===== config.mk =====
export PLATFORM = sky130hd
export DESIGN_NAME = serial_adder_unit
export DESIGN_NICKNAME = d
export VERILOG_FILES = /design/src/rtl/serial_adder_pkg.sv /design/src/rtl/serial_adder_unit_fa_chain.sv /design/src/rtl/serial_adder_unit.sv
export SDC_FILE = /design/constraint.sdc
export NUM_CORES = 1
export LEC_CHECK = 0
export ABC_CLOCK_PERIOD_IN_PS = 4400
export CORE_ASPECT_RATIO = 1.5
export CORE_MARGIN = 3
export CORE_UTILIZATION = 53
export CTS_CLUSTER_DIAMETER = 150
export DETAILED_ROUTE_END_ITERATION = 10
export PLACE_DENSITY = 0.85
export SLEW_MARGIN = 20
export SYNTH_ARGS = -nofsm -noshare
export SYNTH_HDL_FRONTEND = slang
export SYNTH_SLANG_ARGS = --single-unit

===== constraint.sdc =====
create_clock -name clk -period 4.4 [get_ports clk]
set_clock_uncertainty 0.2 [all_clocks]
set_input_delay 1.32 -clock clk [delete_from_list [all_inputs] [get_ports clk]]
set_output_delay 1.32 -clock clk [all_outputs]
set_load 0.005 [all_outputs]

===== src/rtl/serial_adder_pkg.sv =====
// Shared types and elaboration helpers for the digit-serial adder/subtractor.
package serial_adder_pkg;

  typedef enum logic [1:0] {
    IDLE = 2'd0,
    RUN  = 2'd1,
    DONE = 2'd2
  } state_t;

  // Number of DIGIT-wide slices needed to cover one operand.
  function automatic int calc_nslice(input int width, input int digit);
    return width / digit;
  endfunction

  // The slice counter holds 0..NSLICE-1, so it never needs to be narrower than one bit.
  function automatic int cnt_width(input int nslice);
    return (nslice > 1) ? $clog2(nslice) : 1;
  endfunction

endpackage


===== src/rtl/serial_adder_unit_fa_chain.sv =====
// Combinational DIGIT-bit ripple of 1-bit full adders; also exposes the carry into
// the top bit so the caller can form two's-complement overflow.
module fa_chain #(
  parameter int DIGIT = 1
) (
  input  logic [DIGIT-1:0] a_d,
  input  logic [DIGIT-1:0] b_d,
  input  logic             c_in,
  output logic [DIGIT-1:0] s_d,
  output logic             c_out,
  output logic             c_msb_in
);

  logic [DIGIT:0] c;

  assign c[0] = c_in;

  for (genvar gi = 0; gi < DIGIT; gi++) begin : g_fa
    assign s_d[gi]   = a_d[gi] ^ b_d[gi] ^ c[gi];
    assign c[gi + 1] = (a_d[gi] & b_d[gi]) | (c[gi] & (a_d[gi] ^ b_d[gi]));
  end

  assign c_out    = c[DIGIT];
  assign c_msb_in = c[DIGIT - 1];

endmodule


===== src/rtl/serial_adder_unit.sv =====
// Multi-cycle adder/subtractor: DIGIT bits per clock, carry held in a register
// between slices, valid/ready handshakes on both the operand and result sides.
module serial_adder_unit
  import serial_adder_pkg::*;
#(
  parameter int WIDTH = 8,
  parameter int DIGIT = 1
) (
  input  logic             clk,
  input  logic             rst,
  input  logic             in_valid,
  output logic             in_ready,
  input  logic [WIDTH-1:0] a,
  input  logic [WIDTH-1:0] b,
  input  logic             cin,
  input  logic             sub,
  output logic             out_valid,
  input  logic             out_ready,
  output logic [WIDTH-1:0] sum,
  output logic             cout,
  output logic             ovf,
  output logic             busy
);

  localparam int NSLICE = calc_nslice(WIDTH, DIGIT);
  localparam int CW     = cnt_width(NSLICE);
  localparam logic [CW-1:0] CNT_LOAD = CW'(NSLICE - 1);

  if (WIDTH < 2 || DIGIT < 1 || DIGIT > WIDTH || (WIDTH % DIGIT) != 0) begin : g_param_check
    $error("serial_adder_unit: DIGIT must divide WIDTH and WIDTH must be at least 2");
  end

  state_t            state_reg, state_next;
  logic [WIDTH-1:0]  a_sh_reg, b_sh_reg, sum_reg;
  logic [CW-1:0]     cnt_reg;
  logic              carry_reg, cout_reg, ovf_reg;

  logic [DIGIT-1:0]  s_d;
  logic              c_out, c_msb_in;
  logic [WIDTH-1:0]  sum_shift;

  fa_chain #(.DIGIT(DIGIT)) u_fa_chain (
    .a_d      (a_sh_reg[DIGIT-1:0]),
    .b_d      (b_sh_reg[DIGIT-1:0]),
    .c_in     (carry_reg),
    .s_d      (s_d),
    .c_out    (c_out),
    .c_msb_in (c_msb_in)
  );

  // New digits enter at the top, so after NSLICE shifts the first digit sits at bit 0.
  if (DIGIT == WIDTH) begin : g_sum_full
    assign sum_shift = s_d;
  end else begin : g_sum_part
    assign sum_shift = {s_d, sum_reg[WIDTH-1:DIGIT]};
  end

  always_comb begin
    state_next = state_reg;
    in_ready   = 1'b0;
    out_valid  = 1'b0;
    busy       = 1'b1;
    case (state_reg)
      IDLE: begin
        in_ready = 1'b1;
        busy     = 1'b0;
        if (in_valid) state_next = RUN;
      end
      RUN: begin
        if (cnt_reg == '0) state_next = DONE;
      end
      DONE: begin
        out_valid = 1'b1;
        if (out_ready) state_next = IDLE;
      end
      default: state_next = IDLE;
    endcase
  end

  always_ff @(posedge clk or posedge rst) begin
    if (rst) begin
      state_reg <= IDLE;
      a_sh_reg  <= '0;
      b_sh_reg  <= '0;
      sum_reg   <= '0;
      cnt_reg   <= '0;
      carry_reg <= 1'b0;
      cout_reg  <= 1'b0;
      ovf_reg   <= 1'b0;
    end else begin
      state_reg <= state_next;
      case (state_reg)
        IDLE: begin
          // Subtraction is a + ~b + ~cin, so the borrow-in is folded into the carry.
          if (in_valid) begin
            a_sh_reg  <= a;
            b_sh_reg  <= sub ? ~b : b;
            carry_reg <= sub ? ~cin : cin;
            cnt_reg   <= CNT_LOAD;
          end
        end
        RUN: begin
          sum_reg   <= sum_shift;
          a_sh_reg  <= a_sh_reg >> DIGIT;
          b_sh_reg  <= b_sh_reg >> DIGIT;
          carry_reg <= c_out;
          cnt_reg   <= cnt_reg - CW'(1);
          if (cnt_reg == '0) begin
            cout_reg <= c_out;
            ovf_reg  <= c_msb_in ^ c_out;
          end
        end
        default: ;
      endcase
    end
  end

  assign sum  = sum_reg;
  assign cout = cout_reg;
  assign ovf  = ovf_reg;

endmodule


==> impl_metrics.py <==
metrics = {
    "clocking": {
        "clk_path_buf_depth": 2,
        "cts_resized": 0,
        "post_cts_buffers": 0,
        "cts_root_buf": "clkbuf_8",
        "clk-insertion-delay-late_ps": 290,
        "cts_buffers": 5,
        "cts.sinks": 32,
        "clkTransAtPathRegs_ps": 60,
        "cts_hold_buf": 0,
        "cts_max_level": 2,
        "cts_tree": "done",
    },
    "routing": {
        "first_pass_iters": 4,
        "antenna_left": 0,
        "drcViolationCount": 0,
        "avgViaCountPerCell": 5.52,
        "routedWlPerCell_um": 14.9,
        "num_vias": 1182,
        "wl_um": 3180,
        "drtIter0Drc": 24,
    },
    "sta": {
        "max_clock_freq_mhz": 291,
        "final_hold_viol_count": 0,
        "fin_crit_sh": 0.780,
        "worst_pin_slew_ps": 921,
        "drv_slew": 0,
        "setup_tns_ps": 0,
        "period_needed_ps": 3430,
        "grt_setup_unrepaired": "false",
        "whs_ps": 292,
        "setup_viol": 0,
        "slew_headroom": 0.385,
    },
    "cells_and_area": {
        "register_area_um2": 801,
        "synthToLayoutAreaGrowth_pct": 26.7,
        "nFillCells": 219,
        "antenna_cells": 0,
        "final_core_util": 0.721,
        "fin_area_um2": 1990,
        "multiInputGateArea_um2": 686,
        "nNetsFinal": 201,
        "drive_gt1_frac": 0.107,
    },
    "die": {
        "core_um2": 2760,
        "initial_core_util": 0.569,
        "io_pins": 35,
        "dieArea_um2": 3670,
        "rows": 23,
        "die_w_um": 50.5,
        "die_y_um": 72.7,
    },
    "setup_path": {
        "critPathCaptureType": "primary output",
        "cp_slowest_stage_delay_ps": 820,
        "cp_data_arrival_time_ps": 1910,
        "cp.buffers_inverters": 1,
        "startpoint": "state_reg[1]$_DFFE_PP0P_",
        "crit_family": "flip-flops",
        "startpoint_type": "flip-flop",
        "cp_cell_sequence": "nor2b_1, clkdlybuf4s50_1",
        "r2r_start": "state_reg[0]$_DFFE_PP0P_",
        "path_class": "reg2out",
        "critPathSlowestCell": "dfrtp_1",
        "cp_max_fo": 22,
        "cp.required_ps": 2880,
    },
    "logic_synthesis": {
        "yosysTopAreaCellShare": 0.509,
        "syn_area_um2": 1570,
        "synthTopCellsByArea": "dfrtp_1, mux2_2, xnor2_1, nand2_1, o221ai_1",
        "yosys.area.top_type": "dfrtp_1",
        "synth_flop_cell": "dfrtp_1",
        "synth.most_common_cell": "dfrtp_1",
        "ys_async_sr_fraction": 1.00,
        "avgSynthCellArea_um2": 11.0,
        "syn-num-nets": 168,
        "synth.distinct_cells": 27,
        "ys_seq_elements": 32,
        "yosys_warnings": 0,
        "ys_seq_area_frac": 0.509,
        "yosys-top-cells-count": "dfrtp_1, nand2_1, o21ai_0",
        "synth_edf_count": 0,
        "synth_cells": 143,
    },
    "outcome": {
        "outcome": "finished, final reports clean",
    },
    "power_and_ir_drop": {
        "p_leak_nw": 0.867,
        "ir_drop_v": 0.000403,
        "power_density_nw_per_um2": 602,
    },
    "hold_path": {
        "hold_class": "reg2reg",
        "min_from": "a_sh_reg[1]$_DFFE_PP0P_",
    },
    "place": {
        "gp_congestion": 0.822,
        "numPortBuffers": 34,
        "dp_hpwl_um": 2260,
        "placed_area_um2": 1900,
    },
    "grt": {
        "overflow": 0,
        "grt_pass1_wl_um": 5520,
        "grt_pass1_vias": 1242,
        "grt_max_degree": 33,
        "grt_use_total": 0.202,
        "antenna_found_initial": 0,
    },
    "run": {
        "drv_cap": 0,
    },
}
tightest hold or removal path, cell delays in order (launching register included):
cell	delay, ps
dfrtp_1	350
nand2_1	50
o21ai_0	60
placed cells by master (no fill, tap or decap):
cell type,netlist,final
a21o_1,1,1
a21oi_1,8,8
a22oi_1,8,8
a31oi_1,1,1
and3_4,1,1
and3b_1,2,2
buf_4,0,1
clkbuf_1,0,2
clkbuf_8,0,6
clkdlybuf4s50_1,0,34
dfrtp_1,32,32
fa_1,1,1
ha_1,2,2
inv_1,6,6
mux2_2,8,8
mux2_4,2,2
mux2i_1,1,1
nand2_1,20,20
nand3b_1,1,1
nor2_1,2,2
nor2b_1,8,8
nor2b_4,1,1
o211ai_1,1,1
o21ai_0,10,10
o21bai_1,1,1
o221ai_1,7,7
xnor2_1,9,9
xor2_1,1,1
metal layers:
layer	GRT usage	vias to the layer above	routed length (um)
met4	0.0928	0	60
met5	0	-	0
met1	0.231	581	1270
met3	0.0593	7	180
met2	0.343	35	1670
li1	-	559	-
report_power, final:
group | internal (mW) | switching (mW)
Combinational | 0.265 | 0.183
Clock | 0.127 | 0.105
Sequential | 0.414 | 0.106
logic make-up (layout without fill, tap and decap cells):
group                    count (synthesis)  after routing  synth area share
AND/OR/NAND/NOR                         35             35             0.116
flip-flops                              32             32             0.509
XOR/XNOR                                10             10            0.0557
adder cells (fa/ha/maj)                  3              3            0.0286
multiplexers                            11             11            0.0827
buffers and inverters                   15             49            0.0549
AO/OA/AOI/OAI                           37             37             0.153
cell type report:
type,count,share of cell area
Clock buffer,8,0.0452
Inverter,6,0.0113
Multi-Input combinational cell,96,0.344
Sequential cell,32,0.402
Tap cell,37,0.0232
Timing Repair Buffer,35,0.175
stage by stage:
step | worst slack (ps) | cells | power, mW
3_5_place_dp | 1110 | 206 | 0.979
2_1_floorplan | 2160 | 143 | 0.808
4_1_cts | 967 | 214 | 1.21
5_1_grt | 899 | 214 | 1.29
6_report | 967 | 214 | 1.20
3_3_place_gp | 1170 | 206 | 0.940
final timing paths:
kind / end / slack [ps] / depth (start not counted)
max in group asynchronous: cnt_reg[0]$_DFFE_PP0P_ / 2500 / 3
worst min-delay path: a_sh_reg[1]$_DFFE_PP0P_ / 290 / 2
min in group asynchronous: a_sh_reg[3]$_DFFE_PP0P_ / 1220 / 3
worst max register to register: ovf$_DFFE_PP0P_ / 2180 / 3
worst min register to register: a_sh_reg[1]$_DFFE_PP0P_ / 290 / 2
worst max-delay path: out_valid / 970 / 2
Power figures use the tool's default switching activity.
